## src/rtl/iob_intr_rx_if.sv

```systemverilog
// Bus bundle for iob_intr_rx.
// Carries the inbound NoC flit handshake, the decoded interrupt record
// handshake and the error counter. The slave modport is the receiver block;
// the master modport is the NoC source / record consumer side.
interface iob_intr_rx_if;
  logic        noc_in_val;
  logic        noc_in_rdy;
  logic [63:0] noc_in_data;
  logic        intr_val;
  logic        intr_rdy;
  logic [31:0] intr_tile;
  logic [2:0]  intr_thr;
  logic [5:0]  intr_vec;
  logic [15:0] err_cnt;

  modport slave (
    input  noc_in_val, noc_in_data, intr_rdy,
    output noc_in_rdy, intr_val, intr_tile, intr_thr, intr_vec, err_cnt
  );

  modport master (
    output noc_in_val, noc_in_data, intr_rdy,
    input  noc_in_rdy, intr_val, intr_tile, intr_thr, intr_vec, err_cnt
  );
endinterface

```

## src/rtl/iob_intr_rx.sv

```systemverilog
// iob_intr_rx: NoC interrupt packet receiver.
// Parses inbound NoC packets (one header flit followed by `length` payload
// flits). Interrupt packets yield one decoded record (tile/thread/vector)
// taken from the first payload flit; records are queued in a small FIFO.
// Every other packet is drained and discarded.
// Optional feature: define IOB_RX_ERR_CNT_EN to build the saturating
// malformed-packet counter; otherwise err_cnt is tied to zero.
module iob_intr_rx #(
  parameter int          NOC_X_TILES = 3,
  parameter logic [7:0]  INTR_TYPE   = 8'd32,
  parameter int          FIFO_DEPTH  = 4
) (
  input  logic           clk,
  input  logic           rst_n,
  iob_intr_rx_if.slave   bus
);

  localparam int AW = (FIFO_DEPTH > 1) ? $clog2(FIFO_DEPTH) : 1;
  localparam int CW = AW + 1;

  typedef enum logic [1:0] {
    IDLE    = 2'd0,
    PAYLOAD = 2'd1,
    DRAIN   = 2'd2
  } state_e;

  typedef struct packed {
    logic [31:0] tile;
    logic [2:0]  thr;
    logic [5:0]  vec;
  } rec_t;

  // Header fields (only meaningful when the flit is a header)
  logic [7:0] hdr_x, hdr_y, hdr_len, hdr_type;
  assign hdr_x    = bus.noc_in_data[49:42];
  assign hdr_y    = bus.noc_in_data[41:34];
  assign hdr_len  = bus.noc_in_data[29:22];
  assign hdr_type = bus.noc_in_data[21:14];

  // Header padding bits and upper payload bits carry nothing for this block.
  logic unused_data;
  assign unused_data = ^{bus.noc_in_data[63:50], bus.noc_in_data[33:30],
                         bus.noc_in_data[13:9]};

  state_e        state_q, state_d;
  logic [7:0]    rem_q, rem_d;
  logic [31:0]   tile_q, tile_d;

  rec_t          mem_q [FIFO_DEPTH];
  logic [AW-1:0] wr_q, rd_q;
  logic [CW-1:0] cnt_q;

  logic          empty, full;
  logic          flit_acc, pop, push;
  rec_t          push_rec, head;

  assign empty = (cnt_q == '0);
  assign full  = (cnt_q == CW'(FIFO_DEPTH));
  assign pop   = bus.intr_val && bus.intr_rdy;

  // Backpressure only when a record must be pushed into a full queue that is
  // not being popped this cycle; a same-cycle pop frees the slot in time.
  assign bus.noc_in_rdy = !((state_q == PAYLOAD) && full && !bus.intr_rdy);
  assign flit_acc       = bus.noc_in_val && bus.noc_in_rdy;

  assign push_rec.tile = tile_q;
  assign push_rec.thr  = bus.noc_in_data[8:6];
  assign push_rec.vec  = bus.noc_in_data[5:0];

  // Packet parser: next state, remaining-flit count, latched source tile
  always_comb begin
    state_d = state_q;
    rem_d   = rem_q;
    tile_d  = tile_q;
    push    = 1'b0;
    case (state_q)
      IDLE: begin
        if (flit_acc) begin
          if ((hdr_type == INTR_TYPE) && (hdr_len != 8'd0)) begin
            state_d = PAYLOAD;
            rem_d   = hdr_len;
            tile_d  = 32'(hdr_y) * 32'(NOC_X_TILES) + 32'(hdr_x);
          end else if (hdr_len != 8'd0) begin
            state_d = DRAIN;
            rem_d   = hdr_len;
          end
        end
      end
      PAYLOAD: begin
        if (flit_acc) begin
          push = 1'b1;
          if (rem_q == 8'd1) begin
            state_d = IDLE;
            rem_d   = 8'd0;
          end else begin
            state_d = DRAIN;
            rem_d   = rem_q - 8'd1;
          end
        end
      end
      DRAIN: begin
        if (flit_acc) begin
          rem_d = rem_q - 8'd1;
          if (rem_q == 8'd1) state_d = IDLE;
        end
      end
      default: begin
        state_d = IDLE;
        rem_d   = 8'd0;
      end
    endcase
  end

  // Parser state register; reset drops any partial packet
  always_ff @(posedge clk) begin
    if (!rst_n) begin
      state_q <= IDLE;
      rem_q   <= 8'd0;
      tile_q  <= 32'd0;
    end else begin
      state_q <= state_d;
      rem_q   <= rem_d;
      tile_q  <= tile_d;
    end
  end

  // Record storage; contents need no reset since outputs are masked when empty
  always_ff @(posedge clk) begin
    if (push) mem_q[wr_q] <= push_rec;
  end

  // Queue pointers and occupancy; simultaneous push/pop leaves count unchanged
  always_ff @(posedge clk) begin
    if (!rst_n) begin
      wr_q  <= '0;
      rd_q  <= '0;
      cnt_q <= '0;
    end else begin
      if (push) wr_q <= (wr_q == AW'(FIFO_DEPTH - 1)) ? '0 : wr_q + 1'b1;
      if (pop)  rd_q <= (rd_q == AW'(FIFO_DEPTH - 1)) ? '0 : rd_q + 1'b1;
      case ({push, pop})
        2'b10:   cnt_q <= cnt_q + 1'b1;
        2'b01:   cnt_q <= cnt_q - 1'b1;
        default: cnt_q <= cnt_q;
      endcase
    end
  end

  assign head          = mem_q[rd_q];
  assign bus.intr_val  = !empty;
  assign bus.intr_tile = empty ? 32'd0 : head.tile;
  assign bus.intr_thr  = empty ? 3'd0  : head.thr;
  assign bus.intr_vec  = empty ? 6'd0  : head.vec;

`ifdef IOB_RX_ERR_CNT_EN
  logic        hdr_err;
  logic [15:0] err_q;

  // A header is an error when it is not an interrupt or carries no payload
  assign hdr_err = flit_acc && (state_q == IDLE) &&
                   ((hdr_type != INTR_TYPE) || (hdr_len == 8'd0));

  // Saturating error counter bumped at header acceptance
  always_ff @(posedge clk) begin
    if (!rst_n)                            err_q <= 16'd0;
    else if (hdr_err && (err_q != 16'hFFFF)) err_q <= err_q + 16'd1;
  end

  assign bus.err_cnt = err_q;
`else
  assign bus.err_cnt = 16'd0;
`endif

endmodule
```

## src/flat_wrapper.sv

```systemverilog
// flat-port wrapper written by rule: the top's interface ports become plain ports
module iob_intr_rx_flat 
#(
  parameter int          NOC_X_TILES = 3,
  parameter logic [7:0]  INTR_TYPE   = 8'd32,
  parameter int          FIFO_DEPTH  = 4
)
  (clk, rst_n, bus_noc_in_val, bus_noc_in_data, bus_intr_rdy, bus_noc_in_rdy, bus_intr_val, bus_intr_tile, bus_intr_thr, bus_intr_vec, bus_err_cnt);
  iob_intr_rx_if bus_i ();
  input  logic clk;
  input  logic rst_n;
  input wire logic [$bits(bus_i.noc_in_val)-1:0] bus_noc_in_val;
  input wire logic [$bits(bus_i.noc_in_data)-1:0] bus_noc_in_data;
  input wire logic [$bits(bus_i.intr_rdy)-1:0] bus_intr_rdy;
  output wire logic [$bits(bus_i.noc_in_rdy)-1:0] bus_noc_in_rdy;
  output wire logic [$bits(bus_i.intr_val)-1:0] bus_intr_val;
  output wire logic [$bits(bus_i.intr_tile)-1:0] bus_intr_tile;
  output wire logic [$bits(bus_i.intr_thr)-1:0] bus_intr_thr;
  output wire logic [$bits(bus_i.intr_vec)-1:0] bus_intr_vec;
  output wire logic [$bits(bus_i.err_cnt)-1:0] bus_err_cnt;
  assign bus_i.noc_in_val = bus_noc_in_val;
  assign bus_i.noc_in_data = bus_noc_in_data;
  assign bus_i.intr_rdy = bus_intr_rdy;
  assign bus_noc_in_rdy = bus_i.noc_in_rdy;
  assign bus_intr_val = bus_i.intr_val;
  assign bus_intr_tile = bus_i.intr_tile;
  assign bus_intr_thr = bus_i.intr_thr;
  assign bus_intr_vec = bus_i.intr_vec;
  assign bus_err_cnt = bus_i.err_cnt;
  iob_intr_rx #(.NOC_X_TILES(NOC_X_TILES), .INTR_TYPE(INTR_TYPE), .FIFO_DEPTH(FIFO_DEPTH)) u_core (.clk(clk), .rst_n(rst_n), .bus(bus_i));
endmodule
```

## config.mk

```make
export PLATFORM = sky130hd
export DESIGN_NAME = iob_intr_rx_flat
export DESIGN_NICKNAME = d
export VERILOG_FILES = /design/src/rtl/iob_intr_rx_if.sv /design/src/rtl/iob_intr_rx.sv /design/src/flat_wrapper.sv
export SDC_FILE = /design/constraint.sdc
export NUM_CORES = 1
export LEC_CHECK = 0
export BUFFER_PORTS_ARGS = -buffer_cell sky130_fd_sc_hd__buf_2
export CAP_MARGIN = 20
export CORE_ASPECT_RATIO = 2
export CORE_MARGIN = 4
export CORE_UTILIZATION = 50
export CTS_CLUSTER_SIZE = 12
export DETAILED_ROUTE_END_ITERATION = 10
export GPL_TIMING_DRIVEN = 0
export PLACE_DENSITY = 0.75
export SETUP_SLACK_MARGIN = 0.2
export SLEW_MARGIN = 0
export SYNTH_ARGS = -nofsm -noshare
export SYNTH_HDL_FRONTEND = slang
export SYNTH_SLANG_ARGS = --single-unit
export TNS_END_PERCENT = 5
```

## constraint.sdc

```tcl
create_clock -name clk -period 3.15 [get_ports clk]
set_input_delay 0.63 -clock clk [delete_from_list [all_inputs] [get_ports clk]]
set_output_delay 0.63 -clock clk [all_outputs]
set_load 0.03 [all_outputs]
```

==> impl_metrics.sql, run 1 <==
INSERT INTO impl_metrics (metric_group, metric, value, unit) VALUES
('sta', 'finalHoldViolCount', '0', ''),
('place', 'dp_hpwl', '7.74', 'mm'),
('sta', 'fin_worst_skew', '9.80', 'ps'),
('worst_setup_path', 'worstPathArrival', '2200', 'ps'),
('worst_setup_path', 'ws_path_type', 'reg2out', ''),
('sta', 'setup_total_negative_slack', '0', 'ps'),
('worst_setup_path', 'cpMaxStageDelayCell', 'sky130_fd_sc_hd__clkbuf_1', ''),
('synthesis', 'syn_avg_cell_area', '13.0', 'um^2'),
('die', 'num_rows', '53', ''),
('sta', 'grt_setup_unrepaired', 'false', ''),
('worst_setup_path', 'crit_path_max_fanout', '10', ''),
('cts', 'cts-root-buf', 'sky130_fd_sc_hd__clkbuf_16', ''),
('synthesis', 'yosys_most_used_dff', 'sky130_fd_sc_hd__edfxtp_1', ''),
('drt', 'route.vias.total', '3413', ''),
('die', 'core_footprint', '10400', 'um^2'),
('synthesis', 'synth_largest_type_area_fraction', '43.0', '%'),
('power_and_ir_drop', 'pwr_density_cell', '455', 'nW/um^2'),
('drt', 'drt-total-wl', '10.2', 'mm'),
('sta', 'fmaxAchievable', '0.353', 'GHz'),
('sta', 'worst-slew-pin-transition', '1000', 'ps'),
('cts', 'cts.reportedPaths.clkPinSlew', '60', 'ps'),
('sta', 'finalSetupViolCount', '0', ''),
('global_route', 'gr-usage-all-layers', '17.5', '%'),
('synthesis', 'synth-seq-cells', '105', ''),
('global_route', 'antenna_found_initial', '2', ''),
('sta', 'final_period_utilization', '89.9', '%'),
('finish', 'final_cells', '665', ''),
('global_route', 'vias_in_the_first_global_route', '3605', ''),
('finish', 'fin_nets', '615', ''),
('finish', 'area_delta_synth_final', '16.9', '%'),
('synthesis', 'yosys.area.top_type', 'sky130_fd_sc_hd__edfxtp_1', ''),
('drt', 'viasPerCell', '5.13', ''),
('finish', 'final_common_cell', 'sky130_fd_sc_hd__edfxtp_1', ''),
('worst_setup_path', 'worst-path-buf-inv', '3', ''),
('drt', 'drc', '0', ''),
('cts', 'tritoncts.num_buffers', '9', ''),
('global_route', 'grt_start_max_net_pins', '20', ''),
('cts', 'cts_hold_buf', '0', ''),
('outcome', 'outcome', 'finished clean', ''),
('worst_setup_path', 'worst-endpoint-required', '2520', 'ps'),
('worst_setup_path', 'cp_top_family', 'buffers and inverters', ''),
('worst_setup_path', 'worst_setup_path_start_kind', 'register', ''),
('die', 'die_span_y', '154', 'um'),
('worst_setup_path', 'critical_path.cell_chain', 'clkbuf_1 -> clkbuf_2 -> mux4_2 -> and2_1 -> buf_2', ''),
('global_route', 'grt_first_pass_wirelength', '16.6', 'mm'),
('drt', 'postRouteAntennaNets', '0', ''),
('synthesis', 'synthesis.instances', '408', ''),
('cts', 'cts-htree-levels', '3', ''),
('cts', 'worst_skew_pair.late_latency', '340', 'ps'),
('sta', 'shortest_period_the_worst_path_allows', '2830', 'ps'),
('die', 'die-area', '12400', 'um^2'),
('die', 'floorplan.die.width', '80.8', 'um'),
('finish', 'drive_gt1_share', '28.3', '%'),
('die', 'floorplan.initialDensity', '50.9', '%'),
('synthesis', 'synth.cell_area', '5300', 'um^2'),
('global_route', 'gr-total-overflow', '0', ''),
('synthesis', 'seq_area_frac_synth', '54.0', '%'),
('synthesis', 'synthTopCellsByArea', 'sky130_fd_sc_hd__edfxtp_1 43%, sky130_fd_sc_hd__dfxtp_1 11%, sky130_fd_sc_hd__mux4_2 8.1%', ''),
('synthesis', 'synth-warning-count', '0', ''),
('run', 'timing.max_cap.violations', '0', ''),
('drt', 'drt_first_iter_violations', '157', ''),
('drt', 'wl_per_cell', '15.3', 'um'),
('drt', 'drt_first_pass_iters', '5', ''),
('worst_setup_path', 'crit_path_end_kind', 'output port', ''),
('finish', 'layout.cells.most_common_list', '76 x sky130_fd_sc_hd__edfxtp_1, 71 x sky130_fd_sc_hd__buf_2, 39 x sky130_fd_sc_hd__buf_4', ''),
('min_path', 'min-delay-path-class', 'reg2reg', ''),
('synthesis', 'post_synth_edffs', '76', ''),
('cts', 'cts_tree', 'done', ''),
('power_and_ir_drop', 'total_leakage_power', '0.00255', 'uW'),
('power_and_ir_drop', 'vdd.ir_drop.worst', '0.300', 'mV'),
('sta', 'timing_max_transition_violations_final', '0', ''),
('synthesis', 'synth_cell_types', '58', ''),
('place', 'numPortBuffers', '65', ''),
('sta', 'relSlewSlack', '33.2', '%'),
('cts', 'clock-sinks', '105', ''),
('worst_setup_path', 'timing.critical_path.slowest_cell_delay', '450', 'ps'),
('cts', 'max-clock-path-buffers', '2', ''),
('synthesis', 'synthArstFlopShare', '0', '%'),
('place', 'place.detailed.instances', '647', ''),
('die', 'floorplan.io_pins', '127', ''),
('place', 'place_congestion', '0.834', ''),
('cts', 'cts_setup_buffers', '0', '');
layer usage:
layer | vias up | part of all wire [%] | GRT usage (%)
li1 | 1649 | - | -
met1 | 1640 | 36 | 17.6
met2 | 105 | 57 | 33.4
met3 | 19 | 4.6 | 2.87
met4 | 0 | 2.7 | 8.06
met5 | - | 0 | 0
cells by family after synthesis:
kind of cell / count (synthesis) / share of synthesized area [%]
simple gates: 108 / 11.6
flops: 105 / 54.0
buf+inv: 71 / 7.88
compound gates: 67 / 9.06
fa+ha+maj: 26 / 7.41
mux: 23 / 8.83
xor+xnor: 7 / 1.16
other cells: 1 / 0.0707
final timing paths:
path	from	end	slack (ps)	cells after the start
worst max register to register	u_core.cnt_q[0]	u_core.cnt_q[2]	460	10
worst min-delay path	u_core.tile_q[2]	u_core.mem_q[1][11]	500	0
worst min register to register	u_core.tile_q[2]	u_core.mem_q[1][11]	500	0
worst max-delay path	register	bus_intr_tile[2]	320	5
timing repair:
action,4_1_cts,5_1_grt
resized for setup,2,0
hold endpoints to repair,0,0
endpoints found under the setup margin,10,0
sequential cells by signal, summed over array words and instances, names as in the netlist, named ones only:
| register | count |
|---|---|
| u_core.cnt_q | 3 |
| u_core.mem_q | 76 |
| u_core.rd_q | 2 |
| u_core.rem_q | 8 |
| u_core.state_q | 2 |
| u_core.tile_q | 10 |
| u_core.wr_q | 2 |
cell usage after synthesis, types with 6 or more instances:
library cell / count
sky130_fd_sc_hd__edfxtp_1: 76
sky130_fd_sc_hd__buf_4: 38
sky130_fd_sc_hd__dfxtp_1: 29
sky130_fd_sc_hd__and2_1: 27
sky130_fd_sc_hd__mux4_2: 19
sky130_fd_sc_hd__ha_1: 17
sky130_fd_sc_hd__nor2_1: 17
sky130_fd_sc_hd__inv_1: 16
sky130_fd_sc_hd__o21ai_0: 16
sky130_fd_sc_hd__nand2_1: 14
sky130_fd_sc_hd__nor2b_1: 13
sky130_fd_sc_hd__a21oi_1: 12
sky130_fd_sc_hd__clkbuf_1: 9
sky130_fd_sc_hd__fa_1: 9
sky130_fd_sc_hd__buf_2: 7
sky130_fd_sc_hd__nor3_1: 6
stage by stage:
stage               area (um^2)  hold WS [ps]  total power [uW]  worst slack [ps]  utilization, %
detailed placement         5940           491              1890               119            57.0
global placement           5940           472              1880               150            57.0
CTS                        6190           499              2850               249            59.5
floorplan                  5440           452              1800               387               -
finish                     6200           504              2820               318            59.5
global route               6200           502              2950               219            59.5
where the power goes:
part           leakage [uW]  internal (uW)  switching, uW  total, uW
Clock              0.000126            522            436        958
Combinational       0.00145            158            215        373
Sequential         0.000976           1480           13.3       1490
final cells by class:
class                           count  area, um^2
Antenna cell                        2        5.00
Buffer                             54         358
Clock buffer                       10         229
Clock inverter                      6        25.0
Fill cell                         870        4210
Inverter                           17        63.8
Multi-Input combinational cell    269        2160
Sequential cell                   105        2860
Tap cell                          137         171
Timing Repair Buffer               65         325
(Power assumes the default switching activity.)
==> run 2, diff against run 1 <==
- CELL_PAD_IN_SITES_DETAIL_PLACEMENT: default -> 0
- CELL_PAD_IN_SITES_GLOBAL_PLACEMENT: default -> 1
- CORE_UTILIZATION: 50 -> 43
- PLACE_DENSITY: 0.75 -> default
- PLACE_DENSITY_LB_ADDON: default -> 0.1
==> run 2 against run 1 <==
Sequential share of layout area shrank 0.29 points. Critical path depth up 6. Highest routed layer unchanged. Critical path type is now in2reg. Largest power group unchanged. Global-route usage shrank 1.5 points. Final area up 0.63%. Hold slack better by 0.78 ps. Combinational power grew 2%.
==> impl_metrics.sql, run 2 (synthesis results as in run 1) <==
INSERT INTO impl_metrics (metric_group, metric, value, unit) VALUES
('drt', 'viasPerCell', '5.03', ''),
('sta', 'grt_setup_unrepaired', 'false', ''),
('power_and_ir_drop', 'total_leakage_power', '0.00256', 'uW'),
('cts', 'cts_setup_buffers', '0', ''),
('worst_setup_path', 'crit_path_max_fanout', '6', ''),
('worst_setup_path', 'cp_top_family', 'simple AND/OR/NAND/NOR gates', ''),
('cts', 'max-clock-path-buffers', '2', ''),
('drt', 'drt-total-wl', '10.8', 'mm'),
('cts', 'worst_skew_pair.late_latency', '340', 'ps'),
('finish', 'fin_nets', '615', ''),
('worst_setup_path', 'timing.critical_path.slowest_cell_delay', '540', 'ps'),
('drt', 'drt_first_pass_iters', '4', ''),
('sta', 'finalSetupViolCount', '0', ''),
('die', 'die_span_y', '165', 'um'),
('sta', 'fin_worst_skew', '12.0', 'ps'),
('finish', 'final_common_cell', 'sky130_fd_sc_hd__edfxtp_1', ''),
('worst_setup_path', 'crit_path_frequent_cell', 'sky130_fd_sc_hd__buf_2', ''),
('worst_setup_path', 'critical_path_cell_count', '11', ''),
('sta', 'setup_total_negative_slack', '0', 'ps'),
('drt', 'drc', '0', ''),
('place', 'preCtsSetupSlack', '-8.17', 'ps'),
('min_path', 'worstHoldPathCells', '1', ''),
('power_and_ir_drop', 'vdd.ir_drop.worst', '0.251', 'mV'),
('finish', 'register_with_the_most_flip_flops', 'u_core.mem_q', ''),
('drt', 'wl_per_cell', '16.1', 'um'),
('worst_setup_path', 'worstPathArrival', '3030', 'ps'),
('worst_setup_path', 'worst_setup_path_start_kind', 'input port', ''),
('cts', 'clock-sinks', '105', ''),
('finish', 'area_delta_synth_final', '17.7', '%'),
('power_and_ir_drop', 'pwr_density_cell', '466', 'nW/um^2'),
('die', 'floorplan.initialDensity', '43.7', '%'),
('worst_setup_path', 'worst-path-buf-inv', '4', ''),
('sta', 'fmaxAchievable', '0.361', 'GHz'),
('run', 'timing.max_cap.violations', '0', ''),
('global_route', 'antenna_found_initial', '0', ''),
('sta', 'relSlewSlack', '31.0', '%'),
('sta', 'timing_max_transition_violations_final', '0', ''),
('die', 'floorplan.die.width', '86.5', 'um'),
('worst_setup_path', 'reg2regPathDepth', '10', ''),
('worst_setup_path', 'crit_path_end_kind', 'register', ''),
('sta', 'worst-slew-pin-transition', '1030', 'ps'),
('drt', 'drt_first_iter_violations', '157', ''),
('finish', 'biggestRegsByFlops', 'u_core.mem_q: 76 flops, u_core.tile_q: 10 flops, u_core.rem_q: 8 flops', ''),
('cts', 'cts-htree-levels', '3', ''),
('place', 'dp_hpwl', '8.25', 'mm'),
('die', 'num_rows', '57', ''),
('global_route', 'grt_first_pass_wirelength', '17.2', 'mm'),
('worst_setup_path', 'ws_path_type', 'in2reg', ''),
('place', 'place_congestion', '0.888', ''),
('worst_setup_path', 'worst-endpoint-required', '3410', 'ps'),
('cts', 'cts-root-buf', 'sky130_fd_sc_hd__clkbuf_16', ''),
('global_route', 'vias_in_the_first_global_route', '3410', ''),
('sta', 'layout_setup_ws', '379', 'ps'),
('outcome', 'outcome', 'finished clean', ''),
('worst_setup_path', 'cpMaxStageDelayCell', 'sky130_fd_sc_hd__or4b_1', ''),
('drt', 'postRouteAntennaNets', '0', ''),
('drt', 'route.vias.total', '3384', ''),
('finish', 'layout.cells.most_common_list', '76 x sky130_fd_sc_hd__edfxtp_1, 70 x sky130_fd_sc_hd__buf_2, 39 x sky130_fd_sc_hd__buf_4', ''),
('finish', 'largest_register_ff_count', '76', ''),
('die', 'core_footprint', '12100', 'um^2'),
('cts', 'cts_tree', 'done', ''),
('place', 'numPortBuffers', '65', ''),
('cts', 'tritoncts.num_buffers', '9', ''),
('worst_setup_path', 'critical_path.cell_chain', 'buf_2 -> or4b_1 -> and3_1 -> buf_2 -> inv_2 -> ha_1 -> inv_1 -> fa_1 -> xor2_1 -> or3_1 -> a21boi_0', ''),
('global_route', 'gr-usage-all-layers', '16.0', '%'),
('finish', 'ant_diodes', '0', ''),
('min_path', 'min-delay-path-class', 'in2reg', ''),
('cts', 'cts.reportedPaths.clkPinSlew', '80', 'ps'),
('sta', 'finalHoldViolCount', '0', ''),
('finish', 'drive_gt1_share', '29.5', '%'),
('global_route', 'gr-total-overflow', '0', ''),
('sta', 'shortest_period_the_worst_path_allows', '2770', 'ps'),
('sta', 'final_period_utilization', '88.0', '%'),
('die', 'floorplan.io_pins', '127', ''),
('global_route', 'grt_start_max_net_pins', '20', ''),
('die', 'die-area', '14300', 'um^2');
## run 2: changes by cell type in the layout (fill, tap and decap cells not counted)
cell	previous run	this run
sky130_fd_sc_hd__buf_2	71	70
sky130_fd_sc_hd__clkbuf_1	9	7
sky130_fd_sc_hd__clkbuf_2	1	2
sky130_fd_sc_hd__clkbuf_4	0	1
sky130_fd_sc_hd__clkinv_1	4	0
sky130_fd_sc_hd__clkinv_2	2	1
sky130_fd_sc_hd__clkinv_4	0	2
sky130_fd_sc_hd__clkinvlp_4	0	3
sky130_fd_sc_hd__diode_2	2	0
sky130_fd_sc_hd__inv_8	0	1
## run 2: path summary, 6_finish.rpt
kind	slack, ps	start	to
min reg2reg	510	u_core.tile_q[6]	u_core.mem_q[3][15]
max reg2reg	380	u_core.cnt_q[0]	u_core.cnt_q[2]
min	510	bus_noc_in_data[3]	u_core.mem_q[0][3]
max	380	bus_intr_rdy	u_core.cnt_q[2]
## run 2: layer usage
metal,part of all wire (%),GRT usage [%]
met2,60,31.9
met4,1.5,5.46
met3,4.8,2.80
met1,34,16.0
met5,0,0
## run 2: area by class of cell
cell class              count  area, um^2
plain buffers              54         362
clock buffers               9         225
clock inverters             7        56.3
fillers                  1128        5890
inverters                  17        63.8
multi-input cells         269        2160
flip-flops and latches    105        2860
well taps                 147         184
repair buffers             65         325
## run 2: report_power, final
group | switching [uW] | internal (uW) | leakage (uW) | total [uW]
clock network | 493 | 542 | 0.000130 | 1040
logic | 223 | 159 | 0.00145 | 382
registers | 13.2 | 1480 | 0.000976 | 1490
## run 2: per-stage QoR
step                      hold WS (ps)  util (%)  power, uW  area, um^2  std cells
after floorplan                    452         -       1800        5440        445
after global placement             479      49.1       1900        5950        657
after detailed placement           496      49.1       1900        5950        657
after CTS                          495      51.4       2940        6230        673
after global routing               489      51.5       3050        6240        673
final                              505      51.5       2910        6240        673
## run 2: what timing repair did
item	4_1_cts	5_1_grt
resized for setup	2	3
endpoints found under the setup margin	10	10
hold buffers	0	0
